`config.mk`:
```
export PLATFORM = sky130hd
export DESIGN_NAME = way_grant_arbiter_flat
export DESIGN_NICKNAME = d
export VERILOG_FILES = /design/src/rtl/way_grant_if.sv /design/src/rtl/way_grant_arbiter.sv /design/src/flat_wrapper.sv
export SDC_FILE = /design/constraint.sdc
export NUM_CORES = 1
export LEC_CHECK = 0
export ABC_AREA = 1
export CORE_ASPECT_RATIO = 1.4
export CORE_MARGIN = 2
export CORE_UTILIZATION = 30
export CTS_CLUSTER_SIZE = 12
export DETAILED_ROUTE_END_ITERATION = 8
export PLACE_DENSITY_LB_ADDON = 0.25
export SLEW_MARGIN = 25
export SYNTH_ARGS = -nofsm -noshare
export SYNTH_HDL_FRONTEND = slang
export SYNTH_SLANG_ARGS = --single-unit
```
`constraint.sdc`:
```
create_clock -name clk -period 2.94 [get_ports clk]
set_input_delay 0.588 -clock clk [delete_from_list [all_inputs] [get_ports clk]]
set_output_delay 0.588 -clock clk [all_outputs]
set_load 0.05 [all_outputs]
```
`src/rtl/way_grant_if.sv`:
```
// Grant handshake bundle between request/consumer logic and way_grant_arbiter.
// master drives requests and acceptance; slave (the arbiter) drives the grant.
interface way_grant_if #(
  parameter int N = 8
);
  localparam int W = $clog2(N);

  logic         enable;
  logic [N-1:0] req;
  logic         grant_ready;
  logic         grant_valid;
  logic [N-1:0] grant_onehot;
  logic [W-1:0] grant_idx;

  modport master (
    output enable,
    output req,
    output grant_ready,
    input  grant_valid,
    input  grant_onehot,
    input  grant_idx
  );

  modport slave (
    input  enable,
    input  req,
    input  grant_ready,
    output grant_valid,
    output grant_onehot,
    output grant_idx
  );
endinterface

```
`src/rtl/way_grant_arbiter.sv`:
```
// Registered N-way arbiter: fixed MSB-first or round-robin selection, presented
// as a held one-hot/encoded grant on a valid/ready handshake.
//
// state | meaning
// IDLE  | no live grant; arbitrate when enabled and a request is pending
// GRANT | grant frozen until the consumer accepts it
module way_grant_arbiter #(
  parameter int N       = 8,
  parameter bit RR_MODE = 1'b1
) (
  input  logic       clk,
  input  logic       rst_n,
  way_grant_if.slave gif
);
  localparam int W = $clog2(N);
  localparam logic [W-1:0] LAST_IDX = W'(N - 1);

  typedef enum logic {IDLE, GRANT} state_t;

  state_t       state;
  logic [W-1:0] ptr;
  logic         grant_valid_q;
  logic [W-1:0] grant_idx_q;
  logic [N-1:0] grant_onehot_q;

  logic         accept;
  logic [W-1:0] search_ptr;
  logic         win_found;
  logic [W-1:0] win_idx;

  function automatic logic [W-1:0] prev_idx(input logic [W-1:0] g);
    return (g == '0) ? LAST_IDX : g - 1'b1;
  endfunction

  assign accept = grant_valid_q & gif.grant_ready;

  // The pointer step for an accepted grant is visible to the same-cycle
  // re-arbitration, which is what keeps back-to-back grants fair.
  assign search_ptr = (RR_MODE && accept) ? prev_idx(grant_idx_q) : ptr;

  always_comb begin
    int           j;
    logic [W-1:0] cand;
    j         = 0;
    cand      = '0;
    win_found = 1'b0;
    win_idx   = '0;
    for (int k = 0; k < N; k++) begin
      j = int'(search_ptr) - k;
      if (j < 0) j = j + N;
      cand = W'(j);
      if (!win_found && gif.req[cand]) begin
        win_found = 1'b1;
        win_idx   = cand;
      end
    end
  end

  always_ff @(posedge clk or negedge rst_n) begin
    if (!rst_n) begin
      state          <= IDLE;
      ptr            <= LAST_IDX;
      grant_valid_q  <= 1'b0;
      grant_idx_q    <= '0;
      grant_onehot_q <= '0;
    end else begin
      case (state)
        IDLE: begin
          if (gif.enable && win_found) begin
            state          <= GRANT;
            grant_valid_q  <= 1'b1;
            grant_idx_q    <= win_idx;
            grant_onehot_q <= N'(1) << win_idx;
          end
        end
        GRANT: begin
          if (gif.grant_ready) begin
            if (RR_MODE) ptr <= search_ptr;
            if (gif.enable && win_found) begin
              grant_valid_q  <= 1'b1;
              grant_idx_q    <= win_idx;
              grant_onehot_q <= N'(1) << win_idx;
            end else begin
              state          <= IDLE;
              grant_valid_q  <= 1'b0;
              grant_idx_q    <= '0;
              grant_onehot_q <= '0;
            end
          end
        end
        default: begin
          state          <= IDLE;
          grant_valid_q  <= 1'b0;
          grant_idx_q    <= '0;
          grant_onehot_q <= '0;
        end
      endcase
    end
  end

  assign gif.grant_valid  = grant_valid_q;
  assign gif.grant_idx    = grant_idx_q;
  assign gif.grant_onehot = grant_onehot_q;

endmodule

```
`src/flat_wrapper.sv`:
```
// flat-port wrapper written by rule: the top's interface ports become plain ports
module way_grant_arbiter_flat 
#(
  parameter int N       = 8,
  parameter bit RR_MODE = 1'b1
)
  (clk, rst_n, gif_enable, gif_req, gif_grant_ready, gif_grant_valid, gif_grant_onehot, gif_grant_idx);
  way_grant_if #(.N(N)) gif_i ();
  input  logic clk;
  input  logic rst_n;
  input wire logic [$bits(gif_i.enable)-1:0] gif_enable;
  input wire logic [$bits(gif_i.req)-1:0] gif_req;
  input wire logic [$bits(gif_i.grant_ready)-1:0] gif_grant_ready;
  output wire logic [$bits(gif_i.grant_valid)-1:0] gif_grant_valid;
  output wire logic [$bits(gif_i.grant_onehot)-1:0] gif_grant_onehot;
  output wire logic [$bits(gif_i.grant_idx)-1:0] gif_grant_idx;
  assign gif_i.enable = gif_enable;
  assign gif_i.req = gif_req;
  assign gif_i.grant_ready = gif_grant_ready;
  assign gif_grant_valid = gif_i.grant_valid;
  assign gif_grant_onehot = gif_i.grant_onehot;
  assign gif_grant_idx = gif_i.grant_idx;
  way_grant_arbiter #(.N(N), .RR_MODE(RR_MODE)) u_core (.clk(clk), .rst_n(rst_n), .gif(gif_i));
endmodule
```
After elaboration in Yosys (flattened, before gate mapping)
Cells that the tools add are included.
{"block": "op_classes", "add_sub_neg": 16, "reduce_logical": 18, "eq_ne": 2, "shift": 1, "bitwise_logic": 2, "n_mux": 56, "n_lt_le_gt_ge": 16}
{"cell": "3-bit 2-to-1 mux", "n": 21}
{"cell": "3-bit by 4-bit less-than comparator with 1-bit output, second input constant", "n": 8}
{"cell": "4-bit by 1-bit less-than comparator with 1-bit output, second input constant", "n": 7}
{"cell": "3-bit by 1-bit adder with 3-bit output, second input constant", "n": 8}
{"cell": "1-bit binary-select mux with 3-bit select", "n": 8}
{"cell": "8-bit 2-to-1 mux", "n": 3}
{"cell": "1-bit 2-to-1 mux", "n": 20}
{"cell": "8-bit case mux with 2 select lines", "n": 1}
{"cell": "3-bit by 3-bit subtractor with 4-bit output, second input constant", "n": 4}
{"cell": "1-bit logical AND", "n": 8}
{"cell": "1-bit by 3-bit << shifter with 8-bit output, first input constant", "n": 1}
{"cell": "3-bit by 2-bit subtractor with 4-bit output, second input constant", "n": 2}
{"cell": "1-bit zero test", "n": 7}
{"cell": "3-bit case mux with 2 select lines", "n": 1}
{"cell": "1-bit case mux with 2 select lines", "n": 2}
{"cell": "2-bit AND reduction", "n": 2}
{"cell": "3-bit by 1-bit subtractor with 4-bit output, second input constant", "n": 1}
{"cell": "3-bit zero test", "n": 1}
{"cell": "3-bit by 1-bit less-than comparator with 1-bit output, second input constant", "n": 1}
{"cell": "3-bit by 1-bit subtractor with 3-bit output, second input constant", "n": 1}
{"cell": "2-bit by 1-bit inequality test with 1-bit output, second input constant", "n": 1}
{"cell": "2-bit inequality test, second input constant", "n": 1}
{"cell": "1-bit AND", "n": 1}
{"cell": "1-bit inverter", "n": 1}
{"block": "word_totals", "elab_cells": 116, "register_bits": 16, "in_bits": 12}

Depth between registers and ports, before layout
Gate-level depths: netlist of run 1.
{"block": "depth", "ltp_word": 33, "mapped_depth": 25}

Least setup slack after synthesis of run 1
No wires, ideal clock.
{"block": "synth_path", "kind": "reg2reg", "startpoint": "register u_core.grant_idx_q[0], in the netlist u_core.gif.grant_idx[0]", "endpoint": "register u_core.grant_onehot_q[0], in the netlist u_core.gif.grant_onehot[0]", "t_arrival_ns": 3.537, "setup_ns": 0.076, "path_stages_with_launch": 23, "slack_ns": -0.674, "required_ns": 2.864, "path_cell_list": "dfrtp_1 > inv_1 > ha_1 > ha_1 > inv_1 > nand2_1 > nand2_8 > nand2_8 > buf_8 > ha_1 > clkbuf_1 > clkinv_1 > nand3_2 > nand2_2 > a21oi_2 > inv_2 > nor2_4 > nand3_2 > nand3_4 > nand2_4 > clkinv_4 > nand2_1 > o21ai_1"}
{"block": "synth_between", "elab_chain_len": 33, "elab_cells_between_ends": 89, "classes_between": "16 x add/sub; 8 x order compare; 1 x eq/ne; 1 x shift; 46 x mux; 17 x reduce/logical"}
{"element": "from (decl)", "line": "way_grant_arbiter.sv:23", "text": "logic [W-1:0] grant_idx_q;"}
{"element": "from (signal assigned)", "line": "way_grant_arbiter.sv:72", "text": "grant_idx_q <= win_idx;"}
{"element": "from (signal assigned)", "line": "way_grant_arbiter.sv:81", "text": "grant_idx_q <= win_idx;"}
{"element": "3-bit by 1-bit subtractor with 3-bit output / 3-bit zero test (equally long branches)", "line": "way_grant_arbiter.sv:32", "text": "return (g == '0) ? LAST_IDX : g - 1'b1;"}
{"element": "3-bit 2-to-1 mux (*)", "line": "way_grant_arbiter.sv:32"}
{"element": "3-bit 2-to-1 mux (*)", "line": "way_grant_arbiter.sv:39", "text": "assign search_ptr = (RR_MODE && accept) ? prev_idx(grant_idx_q) : ptr;"}
{"element": "parallel branches: the longest is 30 deep, another holds 3-bit by 1-bit subtractor with 4-bit output"}
{"element": "to (signal assigned)", "line": "way_grant_arbiter.sv:73", "text": "grant_onehot_q <= N'(1) << win_idx;"}
{"element": "to (signal assigned)", "line": "way_grant_arbiter.sv:82", "text": "grant_onehot_q <= N'(1) << win_idx;"}
{"element": "to (decl)", "line": "way_grant_arbiter.sv:24", "text": "logic [N-1:0] grant_onehot_q;"}
Mark *: on every way between the ends. The select of a mux whose other input is x is not followed.
A chain may end at the register's enable or synchronous reset.

Final worst setup path of run 1
Ends and elaborated chain as after synthesis.

==> flow_metrics.py, run 1 <==
metrics = {
    "drt": {
        "vias": 2199,
        "first_pass_iters": 4,
        "detail-route-antenna-nets": 0,
        "detail_route.iter0.violations": 56,
        "detail_route.vias_per_cell": 4.99,
        "wirelength_microns": 5740,
        "drc_errors": 0,
        "wire_per_inst_microns": 13.0,
    },
    "critical_path": {
        "crit_family": "simple AND/OR/NAND/NOR gates",
        "r2r_slack_ns": 0.12,
        "worstPathMaxFanout": 6,
        "cpPeakStageDelay_ns": 0.40,
        "cp_slowest_cell": "dfrtp_2",
        "r2r-start": "u_core.gif.grant_idx[0]",
        "path_buf_inv": 4,
        "rr_endpoint": "u_core.gif.grant_onehot[0]",
        "worstPathArrival_ns": 2.96,
        "crit_type": "reg -> reg",
        "path_cells": "inv_4, ha_4, ha_4, inv_2, nand2_4, nand2_8, nand2_8, ha_4, buf_6, nand3_2, nand2_2, nand2_2, nand2_4, nand2_2, nor2_4, nand3_2, nor2_4, nand3_2, nand3_4, inv_2, nand3_2, o21ai_1",
        "cp_common_cell": "nand3_2",
        "end_kind": "register",
        "reg2regPathDepth": 22,
        "crit_path_start_kind": "register",
        "required_ns": 3.08,
    },
    "synth": {
        "synthFlopType": "dfrtp_1",
        "synthAdderAreaFrac": 0.0198,
        "synth_top_area_share": 0.182,
        "synth_cell_type_count": 30,
        "synth_top_family_by_area": "simple AND/OR/NAND/NOR gates",
        "yosys.area_share.xor_xnor": 0,
        "synth_edf_count": 0,
        "yosysMostFrequentCell": "nand2_1",
        "synth_top_area_cell": "nand3_1",
        "synth_cells": 296,
        "synth.net_count": 311,
        "synthTopCellsByArea": "nand3_1 (18%), dfrtp_1 (17%), nand2_1 (16%), nand2_2 (7.6%), inv_1 (4.4%)",
        "yosys.area_share.simple": 0.604,
        "ys_seq_area_frac": 0.213,
        "synthMuxAreaShare": 0,
        "ys_ff_latch": 16,
        "syn-cell-area_sq_mm": 0.00190,
        "synth_common_cells": "nand2_1 (83), nand3_1 (69), nand2_2 (23)",
        "avgSynthCellArea_sq_um": 6.41,
        "synth_warnings": 0,
        "synth_compound_area_frac": 0.0633,
        "synthArstFlopShare": 1.00,
    },
    "global_routing": {
        "overflow": 0,
        "track_usage": 0.168,
        "grt_pass1_vias": 2126,
        "antenna_found_initial": 0,
        "grt_max_degree": 17,
        "grt_pass1_wl_microns": 9580,
    },
    "place": {
        "io_buffer_count": 23,
        "dp_hpwl_microns": 4640,
        "dp.cells": 427,
        "gp_congestion": 0.927,
    },
    "cells_and_area": {
        "syn2layout_area_growth_pct": 48.3,
        "num-fill-cells": 638,
        "fin_cells": 441,
        "nets": 385,
        "final_util": 0.456,
        "drive_gt1_frac": 0.398,
        "antenna_cells": 0,
    },
    "hold_path": {
        "min_path_type": "reg -> reg",
        "hold_end": "u_core.gif.grant_onehot[1]",
        "hp-start": "u_core.gif.grant_onehot[1]",
        "holdPathStages": 2,
    },
    "floorplan": {
        "die_x_microns": 71.2,
        "rows": 34,
        "core-area_sq_mm": 0.00617,
        "start_util": 0.308,
        "die_area_sq_mm": 0.00699,
        "die_h_microns": 98.1,
        "ios": 24,
    },
    "sta": {
        "hold_viol": 0,
        "hold_slack_ns": 0.488,
        "rsz0062_at_grt": "true",
        "finalCriticalPeriod_ns": 2.82,
        "drv_slew": 0,
        "slew-limit-headroom": 0.517,
        "tightest_slew_ns": 0.723,
        "timing.fmax_mhz": 354,
        "finalSetupTns_ns": 0,
        "finClkSkew_ns": 0.00240,
        "timing.final.crit_share": 0.960,
        "setup_viol": 0,
    },
    "clock_network": {
        "numCtsBuffers": 3,
        "clock-sinks": 16,
        "clock_latency_ns": 0.26,
        "cts_buffer_depth": 2,
        "cts_tree": "done",
        "cts_max_level": 1,
        "cts-root-buf": "clkbuf_8",
        "cts.clk_slew.worst_paths_ns": 0.06,
    },
    "power_and_ir_drop": {
        "p_total_mw": 3.62,
        "peakVddDrop_mv": 0.371,
        "cellPowerDensity_mw_per_mm2": 1290,
        "p_leak_nw": 1.36,
    },
    "outcome": {
        "status": "finished clean",
    },
    "job": {
        "drv_cap": 0,
    },
}
[worst reg2reg max path, stage by stage, from the launching register on]
cell and delay (ns):
dfrtp_2 0.40, inv_4 0.05, ha_4 0.16, ha_4 0.15, inv_2 0.06, nand2_4 0.06
nand2_8 0.08, nand2_8 0.06, ha_4 0.34, buf_6 0.12, nand3_2 0.07, nand2_2 0.08
nand2_2 0.07, nand2_4 0.09, nand2_2 0.07, nor2_4 0.12, nand3_2 0.10, nor2_4 0.14
nand3_2 0.12, nand3_4 0.13, inv_2 0.07, nand3_2 0.10, o21ai_1 0.08
[timing repair]
item	in CTS	in global routing
hold buffers	0	0
endpoints found under the setup margin	6	11
setup buffers	1	9
resized for setup	1	34
pin swaps	3	27
[cell usage in the layout (no fill, tap or decap), types with 7 or more instances in the layout]
master            n
buf_4            47
clkdlybuf4s50_1  22
dfrtp_1          10
inv_1            19
inv_2             7
nand2_1          72
nand2_2          30
nand3_1          61
nand3_2          13
nand4_1           8
nor2_1           15
o21ai_1           8
[cells by family (layout without fill, tap and decap cells)]
logic type | count (synthesis) | after routing
fa+ha+maj | 3 | 3
flops | 16 | 16
buf+inv | 37 | 110
simple gates | 221 | 221
compound gates | 19 | 19
[cell type report]
| type | instances | area, sq um | share of cell area |
|---|---|---|---|
| tap | 72 | 90.1 | 0.0320 |
| multi-input combinational | 243 | 1460 | 0.519 |
| inverter | 31 | 144 | 0.0511 |
| clock buffer | 4 | 55.1 | 0.0196 |
| sequential | 16 | 408 | 0.145 |
| timing repair buffer | 75 | 656 | 0.233 |
[how the worst max path moves through the flow]
stage | from | end | slack (ns) | depth (start not counted)
2_1_floorplan | u_core.gif.grant_idx[0] | u_core.gif.grant_onehot[0] | -0.12 | 25
3_3_place_gp | gif_grant_ready | u_core.gif.grant_onehot[1] | -0.29 | 21
3_5_place_dp | gif_grant_ready | u_core.gif.grant_onehot[5] | -0.34 | 21
4_1_cts | u_core.gif.grant_idx[0] | u_core.gif.grant_onehot[5] | 0.03 | 23
5_1_grt | u_core.gif.grant_idx[0] | u_core.gif.grant_onehot[6] | -0.05 | 23
6_report | u_core.gif.grant_idx[0] | u_core.gif.grant_onehot[0] | 0.12 | 22
[state kept, by name (all words and copies together) (netlist names)]
name	flops
u_core.gif.grant_idx	3
u_core.gif.grant_onehot	8
u_core.gif.grant_valid	1
u_core.ptr	3
u_core.state	1
[metrics by stage]
stage          instance area [sq um]  worst slack (ns)
2_1_floorplan                   1990            -0.120
3_3_place_gp                    2560            -0.288
3_5_place_dp                    2560            -0.336
4_1_cts                         2620            0.0293
5_1_grt                         2810           -0.0476
6_report                        2810             0.117
[report_power, final]
part / leakage (nW) / total [mW] / switching, mW / internal, mW
logic: 1.13 / 3.06 / 1.79 / 1.27
registers: 0.198 / 0.366 / 0.0572 / 0.309
clock network: 0.0288 / 0.199 / 0.0797 / 0.119
[per-layer routing]
layer	vias up	wire length (microns)	GRT usage
met2	47	3130	0.311
met5	-	0	0
met1	1010	2280	0.191
met3	15	138	0.00413
li1	1127	-	-
met4	0	189	0.0871
Note: power is estimated with default switching activity, not from simulation.
==> inputs of run 2 (changes only) <==
Settings changed: CORE_MARGIN 2 to 3, REMOVE_ABC_BUFFERS set to 1.
==> flow_metrics.py, run 2 (same netlist as run 1, synthesis figures left out) <==
metrics = {
    "sta": {
        "rsz0062_at_grt": "true",
        "hold_slack_ns": 0.484,
        "setup_viol": 0,
        "timing.final.crit_share": 0.963,
        "tightest_slew_ns": 0.709,
        "finalCriticalPeriod_ns": 2.83,
        "finClkSkew_ns": 0.00307,
        "drv_slew": 0,
        "hold_viol": 0,
        "slew-limit-headroom": 0.526,
        "worst_slack_ns": 0.109,
        "timing.fmax_mhz": 353,
    },
    "hold_path": {
        "hp-start": "u_core.gif.grant_onehot[5]",
        "min_path_type": "reg -> reg",
    },
    "floorplan": {
        "die_x_microns": 73.2,
        "rows": 33,
        "ios": 24,
        "die_h_microns": 100,
        "core-area_sq_mm": 0.00599,
        "start_util": 0.317,
        "die_area_sq_mm": 0.00733,
    },
    "critical_path": {
        "end_kind": "register",
        "crit_path_start_kind": "register",
        "cp_slowest_cell": "dfrtp_1",
        "path_buf_inv": 5,
        "required_ns": 3.08,
        "r2r-start": "u_core.gif.grant_idx[0]",
        "critPathLaunch": "u_core.gif.grant_idx[0]",
        "path_cells": "inv_2, ha_4, ha_4, inv_2, nand2_4, nand2_8, nand2_8, ha_4, buf_6, buf_6, nand3_2, nand2_2, nand2_2, nand2_4, inv_6, nor3_4, nand4_1, nor2_2, nor2_4, nand2_2, o21ai_1",
        "worstPathMaxFanout": 6,
        "cpPeakStageDelay_ns": 0.36,
        "crit_family": "simple AND/OR/NAND/NOR gates",
        "worstPathArrival_ns": 2.97,
        "crit_type": "reg -> reg",
    },
    "outcome": {
        "status": "finished clean",
    },
    "cells_and_area": {
        "final_util": 0.450,
        "drive_gt1_frac": 0.365,
        "num-fill-cells": 621,
        "mostFrequentLayoutCells": "nand2_1 (69), nand3_1 (65), buf_4 (38)",
        "final_area_sq_mm": 0.00269,
        "syn2layout_area_growth_pct": 41.9,
        "largest_reg_flops": 8,
        "nets": 375,
        "antenna_cells": 0,
        "final_common_cell": "nand2_1",
    },
    "clock_network": {
        "cts_tree": "done",
        "cts_max_level": 1,
        "cts.clk_slew.worst_paths_ns": 0.06,
        "clock-sinks": 16,
        "clock_latency_ns": 0.25,
        "numCtsBuffers": 3,
        "cts_buffer_depth": 2,
        "cts-root-buf": "clkbuf_8",
    },
    "drt": {
        "wire_per_inst_microns": 13.0,
        "detail_route.vias_per_cell": 5.02,
        "wirelength_microns": 5580,
        "drc_errors": 0,
        "first_pass_iters": 4,
        "detail_route.iter0.violations": 92,
        "detail-route-antenna-nets": 0,
        "vias": 2153,
    },
    "place": {
        "gp_congestion": 0.926,
        "dp_hpwl_microns": 4520,
        "pre_cts_slack_ns": -0.397,
        "dpl_cell_area_sq_mm": 0.00241,
        "io_buffer_count": 23,
    },
    "power_and_ir_drop": {
        "p_int_mw": 1.55,
        "peakVddDrop_mv": 0.427,
        "pwr-share-comb": 0.846,
        "p_total_mw": 3.45,
        "switching_power_mw": 1.90,
        "p_seq_frac": 0.104,
        "p_leak_nw": 1.29,
        "switching_share": 0.551,
        "p_clk_frac": 0.050,
        "cellPowerDensity_mw_per_mm2": 1280,
    },
    "job": {
        "drv_cap": 0,
    },
    "global_routing": {
        "overflow": 0,
        "track_usage": 0.162,
        "grt_max_degree": 19,
        "grt_pass1_wl_microns": 9440,
        "grt_pass1_vias": 2119,
        "antenna_found_initial": 0,
    },
}
==> run 2: cell count changes in the layout (fill, tap and decap cells not counted), sizes merged <==
cell    delta
buf       -10
clkinv     +1
inv        -1
==> run 2: power groups by stage <==
stage / registers (mW) / logic (mW) / clock network [mW]
after floorplan: 0.558 / 1.41 / 0
after global placement: 0.359 / 2.48 / 0
after detailed placement: 0.359 / 2.49 / 0
after CTS: 0.357 / 2.59 / 0.177
after global routing: 0.372 / 3.20 / 0.190
final: 0.360 / 2.92 / 0.173
==> run 2: layout make-up <==
class / count / area, sq um / share of cell area
Timing Repair Buffer: 65 / 559 / 0.208
Tap cell: 70 / 87.6 / 0.0325
Multi-Input combinational cell: 243 / 1470 / 0.544
Sequential cell: 16 / 404 / 0.150
Inverter: 31 / 133 / 0.0492
Clock buffer: 4 / 45.0 / 0.0167
==> run 2: worst paths after layout <==
| kind | to | slack, ns | cells after the start |
|---|---|---|---|
| worst min register to register | u_core.gif.grant_onehot[5] | 0.48 | 2 |
| worst max-delay path | u_core.gif.grant_onehot[1] | 0.11 | 21 |
| max in group asynchronous | u_core.gif.grant_onehot[7] | 1.73 | 1 |
| min in group asynchronous | u_core.gif.grant_valid | 0.76 | 1 |
| worst max register to register | u_core.gif.grant_onehot[1] | 0.11 | 21 |
| worst min-delay path | u_core.gif.grant_onehot[5] | 0.48 | 2 |
==> run 2: what timing repair did <==
item,in CTS,in global routing
buffers inserted,2,5
setup endpoints to repair,12,12
hold buffers,0,0
pin swaps,9,24
gates resized for setup,9,40
==> run 2: through the flow <==
step / TNS [ns] / std cells
3_3_place_gp: -4.11 / 418
2_1_floorplan: -5.60 / 290
4_1_cts: 0 / 424
3_5_place_dp: -4.45 / 418
6_report: 0 / 429
5_1_grt: -0.318 / 429
==> run 2: per-layer routing <==
| metal | share of wire | global-route usage |
|---|---|---|
| met1 | 0.40 | 0.181 |
| met2 | 0.52 | 0.290 |
| met3 | 0.035 | 0.0150 |
| met4 | 0.045 | 0.0938 |
| met5 | 0 | 0 |
==> run 2: worst register-to-register path: stages (launching register included) <==
cell and delay, ns:
dfrtp_1 0.36, inv_2 0.06, ha_4 0.16, ha_4 0.15
inv_2 0.06, nand2_4 0.06, nand2_8 0.09, nand2_8 0.05
ha_4 0.27, buf_6 0.13, buf_6 0.10, nand3_2 0.07
nand2_2 0.08, nand2_2 0.07, nand2_4 0.10, inv_6 0.05
nor3_4 0.29, nand4_1 0.18, nor2_2 0.18, nor2_4 0.07
nand2_2 0.08, o21ai_1 0.06
==> inputs of run 3 (changes only) <==
Settings changed: SKIP_LAST_GASP set to 1.
==> flow_metrics.py, run 3 (same netlist as run 1, synthesis figures left out) <==
metrics = {
    "floorplan": {
        "core-area_sq_mm": 0.00599,
        "start_util": 0.317,
        "rows": 33,
        "ios": 24,
        "die_x_microns": 73.2,
        "die_h_microns": 100,
        "die_area_sq_mm": 0.00733,
    },
    "sta": {
        "finClkSkew_ns": 0.00308,
        "finalCriticalPeriod_ns": 2.83,
        "timing.fmax_mhz": 354,
        "finalSetupTns_ns": 0,
        "hold_viol": 0,
        "hold_slack_ns": 0.484,
        "slew-limit-headroom": 0.526,
        "tightest_slew_ns": 0.708,
        "drv_slew": 0,
        "timing.final.crit_share": 0.962,
        "setup_viol": 0,
        "rsz0062_at_grt": "true",
    },
    "drt": {
        "detail_route.vias_per_cell": 5.02,
        "detail_route.iter0.violations": 95,
        "wirelength_microns": 5560,
        "drc_errors": 0,
        "wire_per_inst_microns": 13.0,
        "detail-route-antenna-nets": 0,
        "first_pass_iters": 4,
        "vias": 2154,
    },
    "place": {
        "gp_congestion": 0.926,
        "io_buffer_count": 23,
        "dp_hpwl_microns": 4520,
    },
    "global_routing": {
        "grt_pass1_wl_microns": 9440,
        "grt_pass1_vias": 2119,
        "grt_max_degree": 19,
        "antenna_found_initial": 0,
        "overflow": 0,
        "track_usage": 0.162,
    },
    "cells_and_area": {
        "final_common_cell": "nand2_1",
        "mostFrequentLayoutCells": "nand2_1 (70), nand3_1 (65), buf_4 (38)",
        "largest_reg_flops": 8,
        "syn2layout_area_growth_pct": 41.8,
        "drive_gt1_frac": 0.362,
        "final_util": 0.450,
        "antenna_cells": 0,
        "nets": 375,
    },
    "outcome": {
        "status": "finished clean",
    },
    "critical_path": {
        "cpPeakStageDelay_ns": 0.36,
        "required_ns": 3.08,
        "path_cells": "inv_2, ha_4, ha_4, inv_2, nand2_4, nand2_8, nand2_8, ha_4, buf_6, buf_6, nand3_2, nand2_2, nand2_2, nand2_4, inv_6, nor3_4, nand4_1, nor2_2, nor2_4, nand2_2, o21ai_1",
        "cp_slowest_cell": "dfrtp_1",
        "crit_type": "reg -> reg",
        "r2r_slack_ns": 0.11,
        "worstPathArrival_ns": 2.97,
        "endpoint": "u_core.gif.grant_onehot[1]",
        "r2r-start": "u_core.gif.grant_idx[0]",
        "crit_path_start_kind": "register",
        "worstPathMaxFanout": 6,
        "critPathLaunch": "u_core.gif.grant_idx[0]",
        "end_kind": "register",
        "reg2regPathDepth": 21,
        "rr_endpoint": "u_core.gif.grant_onehot[1]",
    },
    "clock_network": {
        "cts_tree": "done",
        "numCtsBuffers": 3,
        "cts.clk_slew.worst_paths_ns": 0.06,
        "clock-sinks": 16,
        "cts_max_level": 1,
        "cts-root-buf": "clkbuf_8",
        "clock_latency_ns": 0.25,
        "cts_buffer_depth": 2,
        "cts_hold_buf": 0,
    },
    "power_and_ir_drop": {
        "p_leak_nw": 1.29,
        "peakVddDrop_mv": 0.426,
        "cellPowerDensity_mw_per_mm2": 1280,
        "p_total_mw": 3.45,
    },
    "job": {
        "drv_cap": 0,
    },
    "hold_path": {
        "min_path_type": "reg -> reg",
        "hp-start": "u_core.gif.grant_onehot[5]",
    },
}
run 3: cell counts in the layout (fill, tap and decap cells not counted):
No cell type changed its count.
run 3: per-layer routing:
metal	vias up	GRT usage	part of all wire
li1	1104	-	-
met1	974	0.181	0.40
met2	57	0.290	0.52
met3	19	0.0150	0.038
met4	0	0.0938	0.045
met5	-	0	0
run 3: final cells by class:
class / instances / area [sq um]
clock buffer: 4 / 45.0
tap: 70 / 87.6
inverter: 31 / 133
sequential: 16 / 404
timing repair buffer: 65 / 559
fill: 620 / 3300
multi-input combinational: 243 / 1460
run 3: worst min path at each step:
stage                                 end  slack, ns  cells after the start
2_1_floorplan     u_core.gif.grant_idx[0]       0.29                      0
3_3_place_gp   u_core.gif.grant_onehot[5]       0.47                      2
3_5_place_dp   u_core.gif.grant_onehot[5]       0.48                      2
4_1_cts        u_core.gif.grant_onehot[5]       0.49                      2
5_1_grt        u_core.gif.grant_onehot[5]       0.52                      2
6_report       u_core.gif.grant_onehot[5]       0.48                      2
run 3: what timing repair did:
item                       in CTS  in global routing
buffers inserted                2                  5
setup endpoints to repair      12                 12
gates cloned                    0                  0
pin swaps                       9                 24
hold endpoints to repair        0                  0
gates resized for setup         9                 39
run 3: worst max-delay path, delay by kind of cell, from the launching register on:
kind	cells	cell delay (ns)
AND/OR/NAND/NOR	12	1.31
adder cells (fa/ha/maj)	3	0.58
buffers and inverters	5	0.40
flip-flops	1	0.36
AO/OA/AOI/OAI	1	0.06
run 3: metrics by stage:
stage	setup WS [ns]	instances	instance area (sq um)
2_1_floorplan	-0.465	290	1830
3_3_place_gp	-0.365	418	2410
3_5_place_dp	-0.397	418	2410
4_1_cts	0.00947	424	2510
5_1_grt	-0.0440	429	2690
6_report	0.112	429	2690
run 3: power by group:
group | internal, mW | leakage [nW] | switching (mW) | total, mW
Sequential | 0.306 | 0.202 | 0.0538 | 0.360
Combinational | 1.15 | 1.07 | 1.77 | 2.92
Clock | 0.0963 | 0.0228 | 0.0768 | 0.173
